$ cat src/rtl/ldffe_pipe.sv
// rtl/ldffe_pipe.sv - shift pipeline with synchronous reset, parallel load, enable and fill tracking
module ldffe_pipe #(
  parameter int               WIDTH   = 4,
  parameter int               DEPTH   = 3,
  parameter logic [WIDTH-1:0] RST_VAL = '0,
  parameter bit               EN_POL  = 1'b1
) (
  input  logic                             clk,
  input  logic                             srst,
  input  logic                             en,
  input  logic                             load,
  input  logic [WIDTH-1:0]                 ad,
  input  logic [WIDTH-1:0]                 d,
  output logic [WIDTH-1:0]                 q,
  output logic [WIDTH*DEPTH-1:0]           taps,
  output logic [$clog2(DEPTH+1)-1:0]       fill,
  output logic                             full
);

  localparam int FW = $clog2(DEPTH+1);

  logic [WIDTH-1:0] stage [DEPTH];
  logic             en_act;

  assign en_act = (en == EN_POL);

  always_ff @(posedge clk) begin
    if (srst) begin
      for (int i = 0; i < DEPTH; i++) stage[i] <= RST_VAL;
      fill <= '0;
    end else if (load) begin
      for (int i = 0; i < DEPTH; i++) stage[i] <= ad;
      fill <= FW'(DEPTH);
    end else if (en_act) begin
      stage[0] <= d;
      for (int i = 1; i < DEPTH; i++) stage[i] <= stage[i-1];
      // saturate so a long run of shifts never wraps back to empty
      if (fill != FW'(DEPTH)) fill <= fill + FW'(1);
    end
  end

  always_comb begin
    taps = '0;
    for (int i = 0; i < DEPTH; i++) taps[i*WIDTH +: WIDTH] = stage[i];
  end

  assign q    = stage[DEPTH-1];
  assign full = (fill == FW'(DEPTH));

endmodule

$ cat config.mk
export PLATFORM = sky130hd
export DESIGN_NAME = ldffe_pipe
export DESIGN_NICKNAME = d
export VERILOG_FILES = /design/src/rtl/ldffe_pipe.sv
export SDC_FILE = /design/constraint.sdc
export NUM_CORES = 1
export LEC_CHECK = 0
export ABC_AREA = 1
export BUFFER_PORTS_ARGS = -buffer_cell sky130_fd_sc_hd__buf_4
export CAP_MARGIN = 20
export CORE_MARGIN = 2
export CORE_UTILIZATION = 40
export CTS_CLUSTER_SIZE = 30
export DETAILED_ROUTE_END_ITERATION = 8
export MAX_ROUTING_LAYER = met4
export PLACE_DENSITY = 0.69
export SLEW_MARGIN = 20
export SYNTH_ARGS = -nofsm -noshare
export SYNTH_HDL_FRONTEND = slang
export SYNTH_SLANG_ARGS = --single-unit
$ cat constraint.sdc
create_clock -name clk -period 1.05 [get_ports clk]
set_input_delay 0.1575 -clock clk [delete_from_list [all_inputs] [get_ports clk]]
set_output_delay 0.1575 -clock clk [all_outputs]
set_load 0.05 [all_outputs]
# Word-level counts from Yosys, hierarchy flattened
# Memories as Yosys holds them, arrays and structs flattened.
# Index checks and enable logic that the tools add are counted.
# word_totals
ram_bits	12
ff_bits	2
out_inout_bits	19
memories	1
inputBits	12
# op_classes
n_eq_ne	2
n_addsub	1
bitwise	6
reduce_logical	3
mux	18
# memory_table
memory	words	width	rd	rd_clocked_by_memory_dff	wr	line_no	text
stage	3	4	3	0	3	22	logic [WIDTH-1:0] stage [DEPTH];
# op_table
op	count
$mux W4	6
$mux W1	9
$mux W2	3
$or A1 B1 Y1	6
$reduce_bool A2 Y1	2
$add A2 B1 Y2 const B	1
$eq A2 B2 Y1 const B	1
$ne A2 B2 Y1 const B	1
$reduce_and A2 Y1	1

# Longest topological paths before layout
# depth
depth_word	5
depth_mapped	7
ltp_nobuf	7

# Worst setup path after synthesis
# OpenSTA, ideal clock, no wires.
# synth_path
path_type	flip-flop to flip-flop
startpoint	register fill[0]
endpoint	register fill[1]
slack_ns	-0.654
synth_period_minus_slack_ns	1.704
arrival_time_ns	1.591
stages_incl_launch_ff	7
path_buffers	0
setup_ns	0.113
path_cell_list	dfxtp_1 -> ha_1 -> inv_1 -> nand2_1 -> nand2_1 -> nand3_1 -> nand2_1
# synth_between
elab_chain_len	4
# synth_lines
item	line_no	text
from (decl)	16	output logic [$clog2(DEPTH+1)-1:0] fill,
from (signal assigned)	33	fill <= FW'(DEPTH);
from (signal assigned)	38	if (fill != FW'(DEPTH)) fill <= fill + FW'(1);
$add A2 B1 Y2	38	
$mux W2	38	
$mux W2	34	end else if (en_act) begin
$mux W2	31	end else if (load) begin
# Several ways; a longest one is shown, not always the timed one. The select of a mux whose other input is x is not followed.
# A chain may end at the register's enable or synchronous reset.

# Worst setup path after layout
# layout_path
startpoint	register fill[1]
endpoint	output port full
# layout_between
elab_chain_len	1
# layout_lines
item	line_no	text
$eq A2 B2 Y1	48	assign full = (fill == FW'(DEPTH));
to (decl)	17	output logic full
# No other way between the ends.

==> out/metrics.csv <==
stage;metric;value;unit
floorplan;Initial Utilization;41.42;%
grt;met3 usage;3.571;%
clocking;CTS tree;yes;
yosys;asr flop ratio synth;0;%
sta;Final WS setup;-0.05275;ns
worst_setup_path;Worst Path Buf+Inv;1;
worst_setup_path;CP arrival;0.95;ns
placed_design;GP Congestion;0.7044;
sta;Worst-Margin Slew;0.2806;ns
sta;period utilization;105.0;%
cells_and_area;fraction of layout cells with a size suffix above 1;47.66;%
grt;GRT Total Usage;14.92;%
yosys;number of synthesized flops with an enable pin;12;
placed_design;port bufs;30;
cells_and_area;net count reported at finish;121;
detailed_routing;Final ANT Viol Nets;0;
sta;f_max;0.9068;GHz
cells_and_area;Seq. cell area;407.9;µm²
power;Leak;0.0005513;µW
sta;RSZ-0062 raised after global routing;true;
yosys;top cells by area, synth;edfxtp_1, nand2_1, nand3_1;
worst_setup_path;R2R Path Start;fill[1];
yosys;sequential-to-total area share from yosys stat;57.87;%
sta;Final Max Tran Viols;0;
yosys;Seq cells post-synth;14;
cells_and_area;Synth-to-Final Area Change;54.43;%
grt;grt total ovfl;0;
yosys;Synth Flop Type;edfxtp_1;
detailed_routing;drt drc;0;
power;pwr dens;1471;mW/mm²
hold_path;Hold Crit Class;input port to register;
cells_and_area;fill count;141;
yosys;Cell variety after synth;12;
status;failing checks;setup timing;
detailed_routing;WL/cell;11.31;µm
grt;first-pass GRT wire length;2083;µm
placed_design;Post-Place Cells;112;
cells_and_area;Ant. Diodes;0;
clocking;CTS buffer count;3;
grt;GR peak layer;met2;
sta;clk_skew;0.002377;ns
floorplan;Die X;45.59;µm
grt;met2 Use GR;22.25;%
cells_and_area;footprint of the multi-input gates;222.7;µm²
grt;vias in the first global route;471;
floorplan;I/O pins;31;
clocking;later-pin clock latency in the skew report;0.28;ns
power;VDD IR max;894.3;µV
status;run status;finished with violations;
yosys;Synth top area share;52.08;%
clocking;CTS root buffer;clkbuf_4;
worst_setup_path;Worst EP required;0.89;ns
detailed_routing;TritonRoute pass-1 iters;4;
sta;final hold violations;0;
sta;Slew HR;81.23;%
floorplan;Die Ht;45.59;µm
yosys;Mapped Area;691.9;µm²
grt;grt met1 use;18.18;%
grt;antenna violations before repair;0;
yosys;Post-Syn Instances;70;
clocking;clock buffer depth;2;
yosys;Net Count, Synth;83;
clocking;Hold Buf Count CTS;0;
clocking;Worst-path clk slew;0.09;ns
detailed_routing;Avg Vias per Cell;4.629;
floorplan;Row Count;15;
placed_design;HPWL Detailed;1001;µm
sta;Final TNS setup;-0.05275;ns
yosys;Synth Warn #;0;
yosys;count leader, synth;nand2_1;
yosys;Synth Area per Inst;9.884;µm²
hold_path;Min-Delay Startpoint;d[0];
clocking;H-tree depth;1;
worst_setup_path;worst-path fanout max;3;
detailed_routing;final wirelength;1403;µm
worst_setup_path;crit-path leading delay family;flip-flops;
flow_run;Max-Cap Viols;0;
floorplan;core region area;0.001670;mm²
worst_setup_path;Cell Chain, Critical Path;ha_4 -> buf_6;
detailed_routing;Initial DRC Count;12;
worst_setup_path;Crit. Startpoint;fill[1];
cells_and_area;Final Non-Filler Cells;124;
worst_setup_path;critical path class;register to output port;
grt;largest net degree at the start of global routing;13;
worst_setup_path;slowest stage delay, CP;0.36;ns
sta;min Tclk post-route;1.103;ns
worst_setup_path;crit end category;output port;
worst_setup_path;startpoint types;register;
floorplan;Die ar.;0.002078;mm²
yosys;commonest cells in the netlist;nand2_1, nand3_1, edfxtp_1;
worst_setup_path;Critical-path top delay cell;dfxtp_4;
detailed_routing;via count;574;
clocking;clk sinks;14;
yosys;Synth area leader;edfxtp_1;
sta;Setup violations, final;1;
-- timing repair --
item                                    CTS  global route
endpoints found under the hold margin     0             0
gates resized for setup                   6            11
endpoints found under the setup margin    6            17
cloned                                    0             0
buffers inserted                          2             6
pin swaps                                 0             0
-- final timing paths --
path / end / slack [ns] / cells past startpoint
setup / recovery: full / -0.05 / 2
hold / removal: stage[0][0] / 0.17 / 3
setup reg to reg: fill[0] / 0.11 / 7
hold reg to reg: fill[1] / 0.60 / 4
-- cells by family (layout without fill, tap and decap cells) --
logic type	Yosys count	count (layout)	synth area share, %
buffers and inverters	14	51	12.12
adder cells (fa/ha/maj)	1	1	1.808
flip-flops	14	14	57.87
AND/OR/NAND/NOR	41	41	28.21
-- per-stage QoR --
step / worst slack (ns) / power [µW] / hold slack (ns) / utilization, % / cell area [µm²]
floorplan: -0.03627 / 1064 / 0.3111 / - / 729.5
global placement: 0.1225 / 1178 / 0.4544 / 54.98 / 918.4
detailed placement: 0.09847 / 1186 / 0.4596 / 54.98 / 918.4
CTS: -0.06108 / 1527 / 0.1630 / 58.80 / 982.2
global route: -0.09535 / 1650 / 0.1669 / 63.97 / 1069
finish: -0.05275 / 1572 / 0.1679 / 63.97 / 1069
-- power by group --
group	switching [µW]	total, µW	internal, µW
registers	40.8	702	661
logic	337	550	213
clock network	183	320	138
total	560	1570	1010
-- per-layer routing --
layer	vias to the layer above	wire [µm]
met5	-	0
li1	300	-
met2	21	713
met1	251	607
met3	2	65
met4	0	17
-- worst reg2reg max path: stages, from the launching register on --
cell and delay, ns:
dfxtp_4 0.36, ha_4 0.16, inv_2 0.06, nand2_1 0.06, nand2_1 0.06, nand2_1 0.05, nand2_1 0.05, nand2_1 0.04
-- area by class of cell --
type | count | share of cell area (%)
Sequential cell | 14 | 38.17
Timing Repair Buffer | 40 | 34.08
Multi-Input combinational cell | 42 | 20.84
Inverter | 7 | 2.459
Clock buffer | 3 | 2.108
Tap cell | 17 | 1.991
Clock inverter | 1 | 0.3513
-- registers in the layout, summed over array words and instances, names as in the netlist --
name,count
stage,12
fill,2
-- cells in the final DEF, fill, tap and decap left out --
cell	n
nand2_1	23
buf_4	23
buf_6	17
nand3_1	13
edfxtp_1	12
inv_1	6
clkbuf_4	3
nor2_4	2
dfxtp_4	2
nand3_2	1
nand2_2	1
inv_2	1
nand3b_1	1
ha_4	1
clkinv_1	1
Power figures use the tool's default switching activity.
